==> src/rtl/qspi_slave_if.sv <==
// qspi_bus: byte-level handoff between the QSPI target PHY and the downstream command handlers.
// Latency: none (wires only).
// Backpressure: none; the slave strobes cmd/data and requests read bytes, and the master answers each request with a we pulse.
// Ports (slave view): out cmd, cmd_valid, data_read, data_valid, write_done; in data_write, we.
interface qspi_bus;
  logic [7:0] cmd;
  logic       cmd_valid;
  logic [7:0] data_read;
  logic       data_valid;
  logic       write_done;
  logic [7:0] data_write;
  logic       we;

  modport slave (
    output cmd, cmd_valid, data_read, data_valid, write_done,
    input  data_write, we
  );

  modport master (
    input  cmd, cmd_valid, data_read, data_valid, write_done,
    output data_write, we
  );
endinterface

==> src/rtl/qspi_slave.sv <==
// qspi_slave: 4-bit QSPI target PHY, oversampling SCK/NCS/IO in the clk domain.
// Latency: strobes and read nibbles appear SYNC_STAGES+1 clk after the pad SCK edge.
// Backpressure: none; host-written bytes are strobed unconditionally, and a missing read byte underruns to 0x00.
// Ports: clk, reset (async, active high); qspi_sck/qspi_ncs/qspi_io_in pads in;
//        qspi_io_out/qspi_io_oe pads out; bus = qspi_bus.slave byte interface.
module qspi_slave #(
  parameter int SYNC_STAGES  = 2,
  parameter int DUMMY_CYCLES = 2
) (
  input  logic       clk,
  input  logic       reset,
  input  logic       qspi_sck,
  input  logic       qspi_ncs,
  input  logic [3:0] qspi_io_in,
  output logic [3:0] qspi_io_out,
  output logic       qspi_io_oe,
  qspi_bus.slave     bus
);

  localparam int DW = (DUMMY_CYCLES > 1) ? $clog2(DUMMY_CYCLES) : 1;
  localparam logic [DW-1:0] DUMMY_LAST = DW'((DUMMY_CYCLES > 0) ? DUMMY_CYCLES - 1 : 0);

  typedef enum logic [2:0] {
    WAIT_CS,
    IDLE,
    CMD,
    WRDATA,
    DUMMY,
    RDDATA
  } state_t;

  // ---------------------------------------------------------------------------
  // Pad synchronisers. NCS resets to 0 so that a transaction already running
  // at reset release never looks like an idle bus; WAIT_CS only exits once a
  // genuine high level has propagated through the chain.
  // ---------------------------------------------------------------------------
  logic [SYNC_STAGES-1:0] sck_sync;
  logic [SYNC_STAGES-1:0] ncs_sync;
  logic [3:0]             io_sync [SYNC_STAGES];
  logic                   sck_prev;

  always_ff @(posedge clk or posedge reset) begin
    if (reset) begin
      sck_sync <= '0;
      ncs_sync <= '0;
      sck_prev <= 1'b0;
      for (int i = 0; i < SYNC_STAGES; i++) begin
        io_sync[i] <= 4'h0;
      end
    end else begin
      sck_sync[0] <= qspi_sck;
      ncs_sync[0] <= qspi_ncs;
      io_sync[0]  <= qspi_io_in;
      for (int i = 1; i < SYNC_STAGES; i++) begin
        sck_sync[i] <= sck_sync[i-1];
        ncs_sync[i] <= ncs_sync[i-1];
        io_sync[i]  <= io_sync[i-1];
      end
      sck_prev <= sck_sync[SYNC_STAGES-1];
    end
  end

  logic       sck_s;
  logic       ncs_s;
  logic [3:0] io_s;
  logic       sck_rise;
  logic       sck_fall;

  // IO goes through the same depth as SCK, so the nibble seen with the rise
  // strobe is the one the host held stable around its pad edge.
  assign sck_s    = sck_sync[SYNC_STAGES-1];
  assign ncs_s    = ncs_sync[SYNC_STAGES-1];
  assign io_s     = io_sync[SYNC_STAGES-1];
  assign sck_rise = sck_s & ~sck_prev;
  assign sck_fall = ~sck_s & sck_prev;

  // ---------------------------------------------------------------------------
  // State and datapath registers
  // ---------------------------------------------------------------------------
  state_t         state_q,      state_d;
  logic           nib_q,        nib_d;        // 1 = high nibble already captured
  logic [3:0]     hi_nib_q,     hi_nib_d;
  logic [DW-1:0]  dummy_q,      dummy_d;
  logic [7:0]     cmd_q,        cmd_d;
  logic           cmd_valid_q,  cmd_valid_d;
  logic [7:0]     data_read_q,  data_read_d;
  logic           data_valid_q, data_valid_d;
  logic           write_done_q, write_done_d;
  logic [7:0]     hold_q,       hold_d;
  logic           hold_full_q,  hold_full_d;
  logic [7:0]     shift_q,      shift_d;
  logic           boundary_q,   boundary_d;   // next SCK fall starts a new read byte
  logic [3:0]     io_out_q,     io_out_d;
  logic           io_oe_q,      io_oe_d;

  always_ff @(posedge clk or posedge reset) begin
    if (reset) begin
      state_q      <= WAIT_CS;
      nib_q        <= 1'b0;
      hi_nib_q     <= 4'h0;
      dummy_q      <= '0;
      cmd_q        <= 8'h00;
      cmd_valid_q  <= 1'b0;
      data_read_q  <= 8'h00;
      data_valid_q <= 1'b0;
      write_done_q <= 1'b0;
      hold_q       <= 8'h00;
      hold_full_q  <= 1'b0;
      shift_q      <= 8'h00;
      boundary_q   <= 1'b0;
      io_out_q     <= 4'h0;
      io_oe_q      <= 1'b0;
    end else begin
      state_q      <= state_d;
      nib_q        <= nib_d;
      hi_nib_q     <= hi_nib_d;
      dummy_q      <= dummy_d;
      cmd_q        <= cmd_d;
      cmd_valid_q  <= cmd_valid_d;
      data_read_q  <= data_read_d;
      data_valid_q <= data_valid_d;
      write_done_q <= write_done_d;
      hold_q       <= hold_d;
      hold_full_q  <= hold_full_d;
      shift_q      <= shift_d;
      boundary_q   <= boundary_d;
      io_out_q     <= io_out_d;
      io_oe_q      <= io_oe_d;
    end
  end

  logic [7:0] rx_byte;
  logic [7:0] tx_byte;

  assign rx_byte = {hi_nib_q, io_s};
  assign tx_byte = hold_full_q ? hold_q : 8'h00;

  always_comb begin
    state_d      = state_q;
    nib_d        = nib_q;
    hi_nib_d     = hi_nib_q;
    dummy_d      = dummy_q;
    cmd_d        = cmd_q;
    cmd_valid_d  = 1'b0;
    data_read_d  = data_read_q;
    data_valid_d = 1'b0;
    write_done_d = 1'b0;
    hold_d       = hold_q;
    hold_full_d  = hold_full_q;
    shift_d      = shift_q;
    boundary_d   = boundary_q;
    io_out_d     = io_out_q;
    io_oe_d      = io_oe_q;

    if (ncs_s) begin
      // End of transaction or abort: drop any half byte and release the pads.
      state_d     = IDLE;
      nib_d       = 1'b0;
      io_oe_d     = 1'b0;
      hold_full_d = 1'b0;
    end else begin
      unique case (state_q)
        WAIT_CS: ;

        IDLE: begin
          state_d = CMD;
          nib_d   = 1'b0;
        end

        CMD: begin
          if (sck_rise) begin
            if (!nib_q) begin
              hi_nib_d = io_s;
              nib_d    = 1'b1;
            end else begin
              nib_d       = 1'b0;
              cmd_d       = rx_byte;
              cmd_valid_d = 1'b1;
              if (rx_byte[7]) begin
                // Read: ask for the first byte right away so the master has
                // the dummy cycles to answer.
                write_done_d = 1'b1;
                boundary_d   = 1'b1;
                dummy_d      = '0;
                state_d      = (DUMMY_CYCLES == 0) ? RDDATA : DUMMY;
              end else begin
                state_d = WRDATA;
              end
            end
          end
        end

        WRDATA: begin
          if (sck_rise) begin
            if (!nib_q) begin
              hi_nib_d = io_s;
              nib_d    = 1'b1;
            end else begin
              nib_d        = 1'b0;
              data_read_d  = rx_byte;
              data_valid_d = 1'b1;
            end
          end
        end

        DUMMY: begin
          if (sck_rise) begin
            if (dummy_q == DUMMY_LAST) begin
              state_d = RDDATA;
            end else begin
              dummy_d = dummy_q + 1'b1;
            end
          end
        end

        RDDATA: begin
          if (sck_fall) begin
            io_oe_d = 1'b1;
            if (boundary_q) begin
              shift_d     = tx_byte;
              io_out_d    = tx_byte[7:4];
              hold_full_d = 1'b0;
              boundary_d  = 1'b0;
            end else begin
              // Low nibble goes out now; the hold register is free to refill.
              io_out_d     = shift_q[3:0];
              write_done_d = 1'b1;
              boundary_d   = 1'b1;
            end
          end
        end

        default: state_d = WAIT_CS;
      endcase
    end

    // A load wins over the boundary clear: the boundary above already took the
    // old contents, and this new byte waits for the next boundary.
    if (bus.we) begin
      hold_d      = bus.data_write;
      hold_full_d = 1'b1;
    end
  end

  assign bus.cmd        = cmd_q;
  assign bus.cmd_valid  = cmd_valid_q;
  assign bus.data_read  = data_read_q;
  assign bus.data_valid = data_valid_q;
  assign bus.write_done = write_done_q;
  assign qspi_io_out    = io_out_q;
  assign qspi_io_oe     = io_oe_q;

endmodule
==> src/flat_wrapper.sv <==
// flat-port wrapper written by rule: the top's interface ports become plain ports
module qspi_slave_flat 
#(
  parameter int SYNC_STAGES  = 2,
  parameter int DUMMY_CYCLES = 2
)
  (clk, reset, qspi_sck, qspi_ncs, qspi_io_in, qspi_io_out, qspi_io_oe, bus_cmd, bus_cmd_valid, bus_data_read, bus_data_valid, bus_write_done, bus_data_write, bus_we);
  qspi_bus bus_i ();
  input  logic clk;
  input  logic reset;
  input  logic qspi_sck;
  input  logic qspi_ncs;
  input  logic [3:0] qspi_io_in;
  output logic [3:0] qspi_io_out;
  output logic qspi_io_oe;
  output wire logic [$bits(bus_i.cmd)-1:0] bus_cmd;
  output wire logic [$bits(bus_i.cmd_valid)-1:0] bus_cmd_valid;
  output wire logic [$bits(bus_i.data_read)-1:0] bus_data_read;
  output wire logic [$bits(bus_i.data_valid)-1:0] bus_data_valid;
  output wire logic [$bits(bus_i.write_done)-1:0] bus_write_done;
  input wire logic [$bits(bus_i.data_write)-1:0] bus_data_write;
  input wire logic [$bits(bus_i.we)-1:0] bus_we;
  assign bus_cmd = bus_i.cmd;
  assign bus_cmd_valid = bus_i.cmd_valid;
  assign bus_data_read = bus_i.data_read;
  assign bus_data_valid = bus_i.data_valid;
  assign bus_write_done = bus_i.write_done;
  assign bus_i.data_write = bus_data_write;
  assign bus_i.we = bus_we;
  qspi_slave #(.SYNC_STAGES(SYNC_STAGES), .DUMMY_CYCLES(DUMMY_CYCLES)) u_core (.clk(clk), .reset(reset), .qspi_sck(qspi_sck), .qspi_ncs(qspi_ncs), .qspi_io_in(qspi_io_in), .qspi_io_out(qspi_io_out), .qspi_io_oe(qspi_io_oe), .bus(bus_i));
endmodule
==> config.mk <==
export PLATFORM = sky130hd
export DESIGN_NAME = qspi_slave_flat
export DESIGN_NICKNAME = d
export VERILOG_FILES = /design/src/rtl/qspi_slave_if.sv /design/src/rtl/qspi_slave.sv /design/src/flat_wrapper.sv
export SDC_FILE = /design/constraint.sdc
export NUM_CORES = 1
export LEC_CHECK = 0
export ABC_AREA = 0
export BUFFER_PORTS_ARGS = -buffer_cell sky130_fd_sc_hd__buf_2
export CORE_MARGIN = 2
export CORE_UTILIZATION = 49
export DETAILED_ROUTE_END_ITERATION = 16
export GPL_ROUTABILITY_DRIVEN = 0
export HOLD_SLACK_MARGIN = 0.03
export PLACE_DENSITY = 0.74
export SLEW_MARGIN = 15
export SYNTH_ARGS = -nofsm -noshare
export SYNTH_HDL_FRONTEND = slang
export SYNTH_SLANG_ARGS = --single-unit
==> constraint.sdc <==
create_clock -name clk -period 1.7 [get_ports clk]
set_input_delay 0.34 -clock clk [delete_from_list [all_inputs] [get_ports clk]]
set_output_delay 0.34 -clock clk [all_outputs]
set_load 0.03 [all_outputs]
After elaboration in Yosys (flattened, before gate mapping)
Index checks and enable logic that the tools add are counted.
{ "word_totals": {"regBits": 60, "inputBits": 17, "output_inout_bits": 24, "elab_cells": 110} }
{ "classes": {"addsub": 1, "n_eq_ne": 16, "mux": 45, "bitwise": 6, "reduce_logical": 22} }
{ "ops": {"columns": ["op", "count"], "rows": [
  ["1-bit 2-to-1 mux", 32],
  ["3-bit 2-to-1 mux", 6],
  ["4-bit AND reduction", 4],
  ["3-bit by 1-bit inequality test with 1-bit output (second input constant)", 5],
  ["2-bit by 1-bit inequality test with 1-bit output (second input constant)", 6],
  ["3-bit one-hot mux with 4 select lines", 1],
  ["6-bit AND reduction", 2],
  ["3-bit nonzero test", 4],
  ["8-bit 2-to-1 mux", 1],
  ["1-bit one-hot mux with 2 select lines", 4],
  ["2-bit nonzero test", 4],
  ["3-bit by 2-bit equality test with 1-bit output (second input constant)", 2],
  ["3-bit equality test (second input constant)", 2],
  ["3-bit AND reduction", 2],
  ["5-bit AND reduction", 1],
  ["4-bit 2-to-1 mux", 1],
  ["1-bit inverter", 4],
  ["2-bit AND reduction", 2],
  ["3-bit by 1-bit equality test with 1-bit output (second input constant)", 1],
  ["3-bit zero test", 1],
  ["3-bit OR reduction", 1],
  ["1-bit AND", 2],
  ["2-bit OR reduction", 1],
  ["1-bit adder (second input constant)", 1]
]} }

Longest topological paths before layout
Gate-level depths: netlist of the first run.
{ "logic_depth": {"word_depth": 6, "depth_mapped": 6, "depth_no_buf": 4} }

Least setup slack after synthesis of the first run
OpenSTA, ideal clock, no wires.
{ "synth_path": {"path_kind": "register to register", "startpoint": "reg u_core.state_q[2]", "endpoint": "reg u_core.cmd_q[0], in the netlist u_core.bus.cmd[0]", "setup_time_ps": 125, "t_arrival_ps": 1339, "required_time_ps": 1575, "setup_slack_ps": 237, "path_stages_with_launch": 4, "n_path_buf": 1, "period_less_slack_ps": 1463, "path_cell_list": "dfrtp_1 > buf_4 > nor4_4 > mux2_2"} }
{ "synth_via": {"elab_chain_cells": 2} }
{ "synth_rtl": {"columns": ["item", "line", "rtl"], "rows": [
  ["start, declared", "qspi_slave.sv:80", "state_t state_q, state_d;"],
  ["start signal, assigned", "qspi_slave.sv:114", "state_q <= state_d;"],
  ["3-bit by 2-bit equality test with 1-bit output", "qspi_slave.sv:162", "unique case (state_q)"],
  ["4-bit AND reduction (no source line)", null, null],
  ["end signal, assigned", "qspi_slave.sv:118", "cmd_q <= cmd_d;"],
  ["end, declared", "qspi_slave.sv:84", "logic [7:0] cmd_q, cmd_d;"]
]} }
Every way passes these cells.
A chain may end at the register's enable or synchronous reset.

Final worst setup path of the first run
{ "layout_path": {"startpoint": "reg u_core.state_q[0]", "endpoint": "reg u_core.shift_q[1]"} }
{ "layout_via": {"elab_chain_cells": 2} }
{ "layout_rtl": {"columns": ["item", "line", "rtl"], "rows": [
  ["3-bit equality test", "qspi_slave.sv:162", null],
  ["4-bit AND reduction (no source line)", null, null],
  ["end signal, assigned", "qspi_slave.sv:125", "shift_q <= shift_d;"],
  ["end, declared", "qspi_slave.sv:91", "logic [7:0] shift_q, shift_d;"]
]} }
Every way passes these cells.

==> results.json, run 1 <==
{
  "run_status": "completed",
  "yosys_warnings": 0,
  "cap_viol_max_count": 0,
  "reg2reg_depth": 5,
  "grt_max_degree": 30,
  "slew-limit-headroom": 0.698,
  "timing.hold.worst.start": "qspi_io_in[2]",
  "worst-slew-pin-transition_ns": 0.452,
  "hold-path-endpoint": "u_core.io_sync[6]",
  "setup.worst_path.start_class": "register",
  "final-hold-violation-count": 0,
  "detailedRoute.firstIterationViolations": 79,
  "synth.top_cells.by_count": "60 x dfrtp_1, 28 x mux2_2, 11 x nor2_1",
  "timing.final.max_slew_violations": 0,
  "synth_enable_flop_cells": 0,
  "grt_overflow_total": 0,
  "area.growth.synth_to_final_pct": 22.5,
  "clkPwrFrac": 0.416,
  "clockBufferDepth": 2,
  "required_ns": 1.98,
  "number_of_buffers_created_by_cts": 9,
  "synth.ff_latch_count": 60,
  "num_io_pins": 41,
  "groute.layer.met1.usage": 0.218,
  "filler_cell_count": 371,
  "first_pass_iters": 4,
  "fp-row-count": 25,
  "post_cts.repair.setup_buffers": 0,
  "port_buffers": 40,
  "final_core_util": 0.616,
  "cts_tree": "yes",
  "final.setup.tns_ns": 0,
  "post-dp-hpwl_mm": 2.76,
  "timing.rr.end": "u_core.shift_q[1]",
  "hold_depth": 1,
  "crit-reg2reg-launch": "u_core.state_q[0]",
  "syn_area_per_cell_um2": 13.5,
  "timing.hold.ws_ns": 0.107,
  "antenna_found_initial": 0,
  "routed_wl_mm": 3.93,
  "netlist-cell-type-count": 34,
  "fmax_mhz": 642,
  "synth_cells": 173,
  "floorplan.die_area_um2": 5350,
  "tritoncts_num_sinks": 60,
  "worst_min_delay_path_class": "in2reg",
  "grt_first_pass_wirelength_mm": 6.57,
  "drc_violations": 0,
  "syn_nets": 190,
  "floorplan.initialDensity": 0.503,
  "detail_route_antenna_nets": 0,
  "first_global_vias": 1423,
  "cts.root.buffer_cell": "clkbuf_8",
  "grt_util_met3": 0.0456,
  "gr-usage-all-layers": 0.166,
  "power.share.combinational": 0.070,
  "synth.top_cell.area_share": 0.641,
  "gr-usage-met2": 0.246,
  "die_width_um": 73.1,
  "irDropWorstVdd_uv": 712,
  "report.final.setup_viol": 0,
  "power_per_cell_area_nw_per_um2": 1080,
  "most_common_cell_in_the_synthesized_netlist": "dfrtp_1",
  "synth.largest_area_cell": "dfrtp_1",
  "core_area_um2": 4660,
  "grt_busiest_layer": "met2",
  "r2r_slack_ns": 0.14,
  "worst_ep_arrival_time_ns": 1.84,
  "synth_ff_type": "dfrtp_1",
  "p_sw_uw": 726,
  "routedWlPerCell_um": 13.9,
  "total_power_uw": 3100,
  "worst_clock_skew_ns": 0.00457,
  "power_report.internal_total_uw": 2370,
  "end_kind": "register",
  "cp_max_fo": 13,
  "post_route_cells_drive_above_1_share": 0.459,
  "syn-cell-area_um2": 2340,
  "layout_min_cycle_time_ns": 1.56,
  "crit_type": "reg2reg",
  "timing.final.crit_share": 0.917,
  "area_of_combinational_cells_with_multiple_inputs_um2": 776,
  "final_nets": 241,
  "regArea_um2": 1500,
  "cts_max_level": 3,
  "leakagePower_uw": 0.00144,
  "die_h_um": 73.1,
  "synth_area_leaders": "dfrtp_1 64%, mux2_2 13%, a21oi_1 1.9%, a31o_2 1.9%, nor2_1 1.8%",
  "dpl_cell_area_um2": 2650,
  "power.share.switching": 0.234,
  "p_seq_frac": 0.514,
  "rsz0062_at_grt": "false",
  "vias": 1495,
  "avgViaCountPerCell": 5.28,
  "synth_async_sr_flop_share": 1.00,
  "clkLatencyLatePin_ns": 0.33,
  "seq_area_frac_synth": 0.641,
  "num_antenna_cells": 0,
  "fin_area_um2": 2870,
  "clk_transition_reported_paths_ns": 0.06
}
==> power groups by stage <==
| stage | clock, µW | sequential [µW] | combinational, µW |
|---|---|---|---|
| floorplan | 0 | 1610 | 152 |
| global placement | 0 | 1620 | 215 |
| detailed placement | 0 | 1620 | 220 |
| CTS | 1330 | 1590 | 222 |
| global route | 1380 | 1600 | 242 |
| finish | 1290 | 1590 | 217 |
==> repair_timing <==
| action | 4_1_cts | 5_1_grt |
|---|---|---|
| hold buffers | 1 | 0 |
| resized for setup | 0 | 2 |
| hold endpoints to repair | 18 | 0 |
| endpoints found under the setup margin | 0 | 3 |
==> state kept, by name, summed over array words and instances, names as in the netlist, 2 cells and up <==
register and count:
u_core.bus.data_read 8, u_core.io_s 4, u_core.state_q 3, u_core.bus.cmd 8, u_core.shift_q 4, u_core.sck_sync 2
u_core.ncs_sync 2, u_core.qspi_io_out 4, u_core.hi_nib_q 4, u_core.hold_q 8, u_core.io_sync 4
==> layout by cell type, fill, tap and decap left out, types with 2 or more instances in the layout <==
cell type    n
dfrtp_1     59
buf_2       40
mux2_2      28
nor2_1      11
clkbuf_8    11
a21oi_1      9
buf_4        7
nor3_1       6
a31o_2       5
nor2b_1      5
a31oi_1      5
a21boi_0     4
nand2b_1     3
inv_1        3
nand2_1      3
clkinvlp_4   2
a211oi_1     2
clkinv_2     2
buf_12       2
==> worst max-delay path, cell delays in order (launching register included) <==
cell and delay, ns:
dfrtp_1 0.54, nand3b_1 0.16, nor3_2 0.24, buf_12 0.16, and2_1 0.22, a31o_2 0.18
==> worst max path at each step <==
stage / to / slack [ns] / from / depth (start not counted)
final: u_core.shift_q[1] / 0.14 / u_core.state_q[0] / 5
after global routing: u_core.shift_q[1] / 0.02 / u_core.state_q[0] / 5
after CTS: u_core.bus.data_read[1] / 0.11 / u_core.nib_q / 4
after detailed placement: u_core.bus.data_read[1] / 0.13 / u_core.nib_q / 4
after global placement: u_core.bus.data_read[7] / 0.16 / u_core.nib_q / 4
after floorplan: u_core.bus.cmd[0] / 0.24 / u_core.state_q[2] / 3
==> layer usage <==
layer	vias up	wire length (µm)
met3	11	206
li1	711	-
met1	730	1870
met4	0	106
met5	-	0
met2	43	1750
==> cell families (layout without fill, tap and decap cells) <==
logic type             after synthesis  count (layout)  share of synthesized area
buffers and inverters               14              70                     0.0288
multiplexers                        28              28                      0.135
AND/OR/NAND/NOR                     41              41                      0.108
flip-flops                          60              60                      0.641
AO/OA/AOI/OAI                       29              29                     0.0839
XOR/XNOR                             1               1                    0.00374
==> area by class of cell <==
type / instances / share of cell area
clock inverters: 4 / 0.0166
multi-input cells: 99 / 0.270
well taps: 54 / 0.0235
repair buffers: 50 / 0.105
flip-flops and latches: 60 / 0.524
inverters: 4 / 0.00654
clock buffers: 12 / 0.0541
==> stage by stage <==
| step | setup WS [ns] | std cells |
|---|---|---|
| after floorplan | 0.237 | 173 |
| after global routing | 0.0225 | 283 |
| after CTS | 0.114 | 283 |
| final | 0.142 | 283 |
| after global placement | 0.156 | 266 |
| after detailed placement | 0.133 | 266 |
No activity file was read; power rests on OpenSTA's default activity.
==> inputs of run 2 (changes only) <==
--- a/config.mk
+++ b/config.mk
@@ -8,11 +8,10 @@
 export ABC_AREA = 0
 export BUFFER_PORTS_ARGS = -buffer_cell sky130_fd_sc_hd__buf_2
 export CORE_MARGIN = 2
-export CORE_UTILIZATION = 49
+export CORE_UTILIZATION = 35
 export DETAILED_ROUTE_END_ITERATION = 16
 export GPL_ROUTABILITY_DRIVEN = 0
 export HOLD_SLACK_MARGIN = 0.03
-export PLACE_DENSITY = 0.74
 export SLEW_MARGIN = 15
 export SYNTH_ARGS = -nofsm -noshare
 export SYNTH_HDL_FRONTEND = slang
==> results.json, run 2 (synthesized netlist as in run 1, its figures left out) <==
{
  "clk_transition_reported_paths_ns": 0.07,
  "timing.hold.worst.start": "qspi_io_in[2]",
  "area.growth.synth_to_final_pct": 21.1,
  "drc_violations": 0,
  "groute.layer.met1.usage": 0.164,
  "crit_path_top_delay_cell": "dfrtp_1",
  "regArea_um2": 1500,
  "power.share.combinational": 0.074,
  "gr-usage-met2": 0.176,
  "worst_min_delay_path_class": "in2reg",
  "area_of_combinational_cells_with_multiple_inputs_um2": 776,
  "tritoncts_num_sinks": 60,
  "clockBufferDepth": 2,
  "cts_tree": "yes",
  "worst-slew-pin-transition_ns": 0.446,
  "grt_first_pass_wirelength_mm": 6.89,
  "routed_wl_mm": 4.01,
  "floorplan.initialDensity": 0.365,
  "run_status": "completed",
  "grt_busiest_layer": "met2",
  "final-hold-violation-count": 0,
  "detailedRoute.firstIterationViolations": 70,
  "crit-reg2reg-launch": "u_core.state_q[0]",
  "critPathMaxStageDelay_ns": 0.56,
  "p_seq_frac": 0.554,
  "clkLatencyLatePin_ns": 0.34,
  "reg2reg_depth": 5,
  "crit_type": "reg2reg",
  "report.final.setup_viol": 0,
  "required_ns": 1.98,
  "cp_max_fo": 13,
  "final.setup.tns_ns": 0,
  "vias": 1471,
  "avgViaCountPerCell": 4.82,
  "die_width_um": 85.8,
  "slew-limit-headroom": 0.703,
  "filler_cell_count": 608,
  "routedWlPerCell_um": 13.2,
  "end_kind": "register",
  "detail_route_antenna_nets": 0,
  "num_antenna_cells": 0,
  "timing.rr.end": "u_core.shift_q[2]",
  "cts_max_level": 3,
  "post-dp-hpwl_mm": 2.74,
  "grt_overflow_total": 0,
  "critical_path_buf_inv_count": 1,
  "grt_max_degree": 37,
  "port_buffers": 40,
  "critical_path.top_delay_family": "simple AND/OR/NAND/NOR gates",
  "core_area_um2": 6420,
  "number_of_buffers_created_by_cts": 9,
  "worst_ep_arrival_time_ns": 1.84,
  "setup.worst_path.start_class": "register",
  "crit_path_cell_trace": "nand3b_1 -> nor3_2 -> buf_4 -> and2_1 -> a31o_2",
  "fmax_mhz": 643,
  "num_io_pins": 41,
  "hold-path-endpoint": "u_core.io_sync[6]",
  "grt_util_met3": 0.0472,
  "layout.cells.most_common": "dfrtp_1",
  "timing.final.crit_share": 0.914,
  "p_sw_uw": 740,
  "gr-usage-all-layers": 0.125,
  "leakagePower_uw": 0.00142,
  "first_global_vias": 1449,
  "power_report.internal_total_uw": 2140,
  "layout_min_cycle_time_ns": 1.55,
  "timing.final.max_slew_violations": 0,
  "rsz0062_at_grt": "false",
  "cts.root.buffer_cell": "clkbuf_8",
  "floorplan.die_area_um2": 7360,
  "first_pass_iters": 6,
  "final_nets": 241,
  "post_route_cells_drive_above_1_share": 0.456,
  "fp-row-count": 29,
  "clkPwrFrac": 0.371,
  "worst_clock_skew_ns": 0.00976,
  "irDropWorstVdd_uv": 616,
  "most-common-layout-cells": "60 x dfrtp_1, 40 x buf_2, 28 x mux2_2, 11 x nor2_1",
  "cap_viol_max_count": 0,
  "power_per_cell_area_nw_per_um2": 1010,
  "antenna_found_initial": 0,
  "hold_depth": 1,
  "timing.hold.ws_ns": 0.107,
  "power.share.switching": 0.257,
  "r2r_slack_ns": 0.15,
  "die_h_um": 85.8
}
==> run 2: changes by cell type in the layout (fill, tap and decap cells not counted), moves of 2 or more <==
| cell | before | now |
|---|---|---|
| buf_12 | 2 | 0 |
| clkinv_4 | 0 | 2 |
| clkbuf_8 | 11 | 9 |
| buf_4 | 7 | 9 |
==> run 2: how the worst max path moves through the flow <==
stage | startpoint | end | depth (start not counted)
detailed placement | u_core.nib_q | u_core.bus.data_read[5] | 4
CTS | u_core.nib_q | u_core.bus.data_read[5] | 4
finish | u_core.state_q[0] | u_core.shift_q[2] | 5
global route | u_core.state_q[2] | u_core.shift_q[3] | 5
floorplan | u_core.state_q[2] | u_core.bus.cmd[0] | 3
global placement | u_core.nib_q | u_core.bus.data_read[0] | 4
==> run 2: power by group through the flow <==
stage | Sequential (µW) | Clock, µW | Combinational [µW]
finish | 1590 | 1070 | 214
global route | 1610 | 1170 | 239
CTS | 1590 | 1110 | 219
detailed placement | 1620 | 0 | 217
global placement | 1620 | 0 | 213
floorplan | 1610 | 0 | 152
==> run 2: layer usage <==
metal / part of all wire / up-vias
met1: 0.48 / 712
met4: 0.026 / 0
met2: 0.44 / 35
met5: 0 / -
li1: - / 716
met3: 0.048 / 8
==> run 2: what timing repair did <==
item	4_1_cts	5_1_grt
endpoints found under the hold margin	1	0
setup endpoints to repair	0	2
gates resized for setup	0	1
hold buffers	1	0
buffers inserted	0	0
==> run 2: area by class of cell <==
cell class                 count  share of cell area
multi-input combinational     99               0.273
sequential                    60               0.529
clock buffer                   9              0.0437
timing repair buffer          50              0.0979
tap                           77              0.0340
inverter                       4             0.00662
clock inverter                 6              0.0150
==> run 2: worst reg2reg max path: cells and delay by family, from the launching register on <==
kind                   cells  cell delay (ns)
DFF                        1             0.56
AOI/OAI and AO/OA          1             0.18
buffers and inverters      1             0.20
and+or+nand+nor            3             0.58
==> run 2: metrics by stage <==
stage               setup slack (ns)  utilization  cell area (µm²)  power (µW)  instances
floorplan                      0.237            -             2350        1760        173
global placement               0.133        0.414             2660        1830        289
detailed placement             0.121        0.414             2660        1840        289
CTS                            0.108        0.441             2830        2920        305
global route                  0.0157        0.442             2840        3020        305
finish                         0.146        0.442             2840        2880        305
